===== config.mk =====
export PLATFORM = sky130hd
export DESIGN_NAME = galaga_clkrst_seq
export DESIGN_NICKNAME = d
export VERILOG_FILES = /design/src/rtl/galaga_clk_pkg.sv /design/src/rtl/galaga_bit_sync.sv /design/src/rtl/galaga_clkrst_seq.sv
export SDC_FILE = /design/constraint.sdc
export NUM_CORES = 1
export LEC_CHECK = 0
export ABC_AREA = 1
export BUFFER_PORTS_ARGS = -buffer_cell sky130_fd_sc_hd__buf_2
export CAP_MARGIN = 10
export CELL_PAD_IN_SITES_DETAIL_PLACEMENT = 1
export CELL_PAD_IN_SITES_GLOBAL_PLACEMENT = 2
export CORE_UTILIZATION = 38
export DETAILED_ROUTE_END_ITERATION = 6
export GPL_ROUTABILITY_DRIVEN = 0
export GPL_TIMING_DRIVEN = 0
export PLACE_DENSITY = 0.8
export SETUP_SLACK_MARGIN = 0.2
export SLEW_MARGIN = 20
export SYNTH_ARGS = -nofsm -noshare
export SYNTH_HDL_FRONTEND = slang
export SYNTH_SLANG_ARGS = --single-unit
export TNS_END_PERCENT = 1

===== constraint.sdc =====
create_clock -name clk -period 2.8 [get_ports clk]
set_clock_uncertainty 0.15 [all_clocks]
set_input_delay 0.84 -clock clk [delete_from_list [all_inputs] [get_ports clk]]
set_output_delay 0.84 -clock clk [all_outputs]
set_load 0.03 [all_outputs]

===== src/rtl/galaga_clk_pkg.sv =====
// Shared definitions for the Galaga clock/reset sequencer: FSM state
// encoding, default parameter values and a counter-width helper.
package galaga_clk_pkg;

  // Two-bit state encoding kept as plain constants so the values stay
  // visible in netlists and in older tools.
  typedef logic [1:0] state_t;

  localparam state_t WAIT_LOCK = 2'd0;
  localparam state_t STABILIZE = 2'd1;
  localparam state_t RUN       = 2'd2;

  localparam int DEF_SYNC_STAGES   = 2;
  localparam int DEF_STABLE_CYCLES = 1024;
  localparam int DEF_PIX_DIV       = 3;
  localparam int DEF_CPU_RATIO     = 2;

  // Bits needed to count 0..limit-1, never less than one bit.
  function automatic int cnt_width(input int limit);
    return (limit < 2) ? 1 : $clog2(limit);
  endfunction

endpackage


===== src/rtl/galaga_bit_sync.sv =====
// N-stage single-bit synchroniser with asynchronous active-high reset to 0.
// Used to bring the PLL lock flag into the 18 MHz domain.
module galaga_bit_sync #(
  parameter int STAGES = 2
) (
  input  logic clk,
  input  logic reset,
  input  logic i_d,
  output logic o_q
);

  logic [STAGES-1:0] r_sync;

  // Shift the asynchronous input through the flop chain.
  always_ff @(posedge clk or posedge reset) begin
    if (reset) begin
      r_sync <= '0;
    end else begin
      // NOTE: non-blocking assignments make every flop sample the value from
      // before the edge; blocking here would collapse the chain into one flop.
      r_sync <= {r_sync[STAGES-2:0], i_d};
    end
  end

  assign o_q = r_sync[STAGES-1];

endmodule


===== src/rtl/galaga_clkrst_seq.sv =====
// Galaga clock/reset sequencer. Qualifies the PLL lock flag, releases a
// clean core reset after a stable-lock interval and generates the pixel and
// CPU clock-enables from the 18 MHz clock.
// Optional build macro: GALAGA_LOCK_LOSS_CNT_EN adds an 8-bit saturating
// count of RUN -> WAIT_LOCK transitions on port lock_loss_cnt.
module galaga_clkrst_seq
  import galaga_clk_pkg::*;
#(
  parameter int SYNC_STAGES   = DEF_SYNC_STAGES,
  parameter int STABLE_CYCLES = DEF_STABLE_CYCLES,
  parameter int PIX_DIV       = DEF_PIX_DIV,
  parameter int CPU_RATIO     = DEF_CPU_RATIO
) (
  input  logic       clk,
  input  logic       reset,
  input  logic       pll_locked,
  output logic       sys_reset,
  output logic       ce_pix,
  output logic       ce_cpu,
`ifdef GALAGA_LOCK_LOSS_CNT_EN
  output logic       ready,
  output logic [7:0] lock_loss_cnt
`else
  output logic       ready
`endif
);

  localparam int STAB_W = cnt_width(STABLE_CYCLES);
  localparam int PIX_W  = cnt_width(PIX_DIV);
  localparam int CPU_W  = cnt_width(CPU_RATIO);

  localparam logic [STAB_W-1:0] STAB_LAST = STAB_W'(STABLE_CYCLES - 1);
  localparam logic [PIX_W-1:0]  PIX_LAST  = PIX_W'(PIX_DIV - 1);
  localparam logic [CPU_W-1:0]  CPU_LAST  = CPU_W'(CPU_RATIO - 1);

  logic              w_locked_s;
  state_t            r_state;
  state_t            w_state_next;
  logic [STAB_W-1:0] r_stable_cnt;
  logic [STAB_W-1:0] w_stable_next;
  logic              w_run_next;
  logic              r_sys_reset;
  logic              r_ready;
  logic [PIX_W-1:0]  r_pix_cnt;
  logic [CPU_W-1:0]  r_cpu_cnt;
  logic              w_pix_wrap;
  logic              w_cpu_wrap;
  logic              r_ce_pix;
  logic              r_ce_cpu;

  // The only path by which pll_locked enters this clock domain.
  galaga_bit_sync #(
    .STAGES (SYNC_STAGES)
  ) u_lock_sync (
    .clk   (clk),
    .reset (reset),
    .i_d   (pll_locked),
    .o_q   (w_locked_s)
  );

  // Next-state and stable-counter logic; a lock drop always wins over completion.
  always_comb begin
    // NOTE: every output of this block gets a default before the case so no
    // path leaves it unassigned, which would otherwise infer a latch.
    w_state_next  = r_state;
    w_stable_next = '0;
    case (r_state)
      WAIT_LOCK: begin
        if (w_locked_s) w_state_next = STABILIZE;
      end
      STABILIZE: begin
        if (!w_locked_s) begin
          w_state_next = WAIT_LOCK;
        end else if (r_stable_cnt == STAB_LAST) begin
          w_state_next = RUN;
        end else begin
          w_stable_next = r_stable_cnt + STAB_W'(1);
        end
      end
      RUN: begin
        if (!w_locked_s) w_state_next = WAIT_LOCK;
      end
      default: w_state_next = WAIT_LOCK;
    endcase
  end

  // Outputs are decided from the next state so they change on the same edge
  // as the state itself.
  assign w_run_next = (w_state_next == RUN);
  assign w_pix_wrap = (r_pix_cnt == PIX_LAST);
  assign w_cpu_wrap = (r_cpu_cnt == CPU_LAST);

  // State register with registered reset/ready outputs.
  always_ff @(posedge clk or posedge reset) begin
    if (reset) begin
      // NOTE: every flop here has a defined reset value; the outputs must be
      // correct immediately on reset, before any clock edge arrives.
      r_state      <= WAIT_LOCK;
      r_stable_cnt <= '0;
      r_sys_reset  <= 1'b1;
      r_ready      <= 1'b0;
    end else begin
      r_state      <= w_state_next;
      r_stable_cnt <= w_stable_next;
      r_sys_reset  <= !w_run_next;
      r_ready      <= w_run_next;
    end
  end

  // Pixel and CPU dividers; held at zero whenever the sequencer is not running.
  always_ff @(posedge clk or posedge reset) begin
    if (reset) begin
      r_pix_cnt <= '0;
      r_cpu_cnt <= '0;
      r_ce_pix  <= 1'b0;
      r_ce_cpu  <= 1'b0;
    end else if (!w_run_next) begin
      r_pix_cnt <= '0;
      r_cpu_cnt <= '0;
      r_ce_pix  <= 1'b0;
      r_ce_cpu  <= 1'b0;
    end else begin
      r_pix_cnt <= w_pix_wrap ? '0 : r_pix_cnt + PIX_W'(1);
      r_ce_pix  <= w_pix_wrap;
      r_ce_cpu  <= w_pix_wrap && w_cpu_wrap;
      if (w_pix_wrap) begin
        r_cpu_cnt <= w_cpu_wrap ? '0 : r_cpu_cnt + CPU_W'(1);
      end
    end
  end

  assign sys_reset = r_sys_reset;
  assign ready     = r_ready;
  assign ce_pix    = r_ce_pix;
  assign ce_cpu    = r_ce_cpu;

`ifdef GALAGA_LOCK_LOSS_CNT_EN
  logic       w_lock_lost;
  logic [7:0] r_lock_loss_cnt;

  // Only a drop out of RUN counts; aborted stabilisation attempts do not.
  assign w_lock_lost = (r_state == RUN) && (w_state_next == WAIT_LOCK);

  // Saturating lock-loss counter, cleared only by reset.
  always_ff @(posedge clk or posedge reset) begin
    if (reset) begin
      r_lock_loss_cnt <= 8'd0;
    end else if (w_lock_lost && (r_lock_loss_cnt != 8'hFF)) begin
      r_lock_loss_cnt <= r_lock_loss_cnt + 8'd1;
    end
  end

  assign lock_loss_cnt = r_lock_loss_cnt;
`else
`endif

endmodule


==> impl_metrics.tcl <==
set metrics [dict create \
    outcome "finished clean" \
    synth_async_sr_flop_share 1.00 \
    setup_viol 0 \
    synth_top_area_cell "dfrtp_1" \
    worstPathArrival_ps 1000 \
    yosysUniqueCellTypes 17 \
    path_delay_family "flip-flops" \
    wirelength_mm 1.71 \
    power_leakage_nw 0.494 \
    grt_pass1_vias 694 \
    core_um2 2280 \
    setup_tns_ps 0 \
    comb_power_share 0.036 \
    period_share 0.712 \
    port_buffers 6 \
    required_ps 1810 \
    synthTopCellsByCount "nand2_1 (23), dfrtp_1 (20), inv_1 (15), nor2_1 (15)" \
    clkPwrFrac 0.301 \
    post_route_cells_drive_above_1_share 0.161 \
    holdCritPathClass "reg -> reg" \
    crit_fanout 1 \
    avgSynthCellArea_um2 9.19 \
    syn_nets 106 \
    syn_to_final_growth_pct 9.88 \
    power_frac_seq 0.663 \
    drc_errors 0 \
    die-width_um 51.7 \
    vias 663 \
    ctsResizeCount 0 \
    cp_slowest_cell "dfstp_2" \
    layout.nets 117 \
    grt_use_total 0.150 \
    ant_nets 0 \
    stdcell_count 140 \
    dp_hpwl_mm 1.27 \
    drv_slew 0 \
    post_drt_wl_per_cell_um 12.2 \
    numClockSinks 21 \
    setup.worst_path.end_class "primary output" \
    place_inst 136 \
    fp.dieH_um 51.7 \
    grt_overflow 0 \
    grt_pass1_wl_mm 2.96 \
    power.share.switching 0.220 \
    postCtsHoldBufs 0 \
    dieArea_um2 2670 \
    cp-start-kind "register" \
    ios 7 \
    ys_warn_count 0 \
    numCtsBuffers 3 \
    antenna_found_initial 0 \
    syn_inst 102 \
    irDropWorstVdd_v 0.000299 \
    post_cts_buffers 0 \
    num_antenna_cells 0 \
    drv.max_cap_violation_count 0 \
    cp_cell_sequence "buf_2" \
    synth_ff_type "dfrtp_1" \
    max_stage_delay_ps 530 \
    clock_path_buffers 2 \
    start_util 0.412 \
    synth_top_area_share 0.534 \
    first_pass_iters 2 \
    netlist_area_um2 937 \
    p_int_w 0.000364 \
    worstMarginPinSlew_ps 783 \
    rows 17 \
    hold_violations 0 \
    grt_max_degree 22 \
    grt_setup_unrepaired "no" \
    fin_crit_ps 1990 \
    drt-vias-per-instance 4.74 \
    power_density_nw_per_um2 453 \
    synth_area_leaders "dfrtp_1 (53%), nand2_1 (9.2%), inv_1 (6.0%)" \
    clk_latency_ps 290 \
    ys_seq_area_frac 0.562 \
    synth_edf_count 0 \
    synth.most_common_cell "nand2_1" \
    path_class "reg -> out" \
    first_iter_violations 4 \
    root_buffer "clkbuf_4" \
    crit_buf_inv 1 \
    htreeDepth 1 \
    max_slew_margin 0.478 \
    p_switching_w 0.000103 \
    cts_tree "built" \
    synth_seq_cells 21 \
    clkTransAtPathRegs_ps 110 \
    max_freq_ghz 0.502 \
]
-- state kept, by name, indices dropped and copies added (netlist names) --
signal              flops
r_stable_cnt           10
r_pix_cnt               2
r_state                 2
u_lock_sync.r_sync      2
ce_cpu                  1
ce_pix                  1
r_cpu_cnt               1
ready                   1
sys_reset               1
-- final timing paths --
path	startpoint	to	slack [ps]	cells after the start
setup / recovery	sys_reset$_DFF_PP1_	sys_reset	810	1
hold reg to reg	u_lock_sync.r_sync[0]$_DFF_PP0_	u_lock_sync.r_sync[1]$_DFF_PP0_	210	0
hold / removal	u_lock_sync.r_sync[0]$_DFF_PP0_	u_lock_sync.r_sync[1]$_DFF_PP0_	210	0
setup reg to reg	r_stable_cnt[0]$_DFF_PP0_	r_stable_cnt[4]$_DFF_PP0_	1230	6
max in group asynchronous	reset	r_stable_cnt[8]$_DFF_PP0_	1490	2
min in group asynchronous	reset	r_stable_cnt[0]$_DFF_PP0_	520	2
-- cells in the final DEF, fill, tap and decap left out, drive strengths merged --
master and instances:
o21bai 1, buf 6, dfrtp 20, nor2 18
a21oi 6, clkbuf 3, clkinv 1, xor2 3
nor3 2, ha 1, nand2 25, dfstp 1
inv 15, nand4 3, nand3 7
-- per-layer routing --
metal,vias up,global-route usage,share of wire
li1,341,-,-
met3,2,0.0351,0.013
met1,318,0.206,0.50
met4,0,0.0405,0.0082
met5,-,0,0
met2,2,0.236,0.48
-- metrics by stage --
| step | hold slack [ps] | util | worst slack, ps | power (W) | instance area [µm²] |
|---|---|---|---|---|---|
| after global placement | 187 | 0.440 | 1100 | 0.000332 | 1000 |
| after floorplan | 181 | - | 1220 | 0.000327 | 937 |
| after global routing | 220 | 0.452 | 767 | 0.000492 | 1030 |
| after CTS | 213 | 0.452 | 790 | 0.000478 | 1030 |
| final | 210 | 0.452 | 806 | 0.000467 | 1030 |
| after detailed placement | 186 | 0.440 | 1090 | 0.000333 | 1000 |
-- final cells by class --
cell class,count,area [µm²]
clock buffer,3,22.5
timing repair buffer,6,30.0
tap,28,35.0
inverter,15,56.3
fill,279,1250
clock inverter,1,5.00
multi-input combinational,66,354
sequential,21,527
-- power by group through the flow --
stage	clock network, W	logic, W	registers (W)
finish	0.000141	0.0000168	0.000309
global route	0.000162	0.0000197	0.000310
detailed placement	0	0.0000175	0.000315
global placement	0	0.0000169	0.000315
CTS	0.000151	0.0000175	0.000309
floorplan	0	0.0000124	0.000314
-- cells by family after synthesis --
logic type	synth area share
flip-flops	0.562
buffers and inverters	0.0601
XOR/XNOR	0.0280
adder cells (fa/ha/maj)	0.0133
AND/OR/NAND/NOR	0.296
AO/OA/AOI/OAI	0.0401
Note: power is estimated with default switching activity, not from simulation.
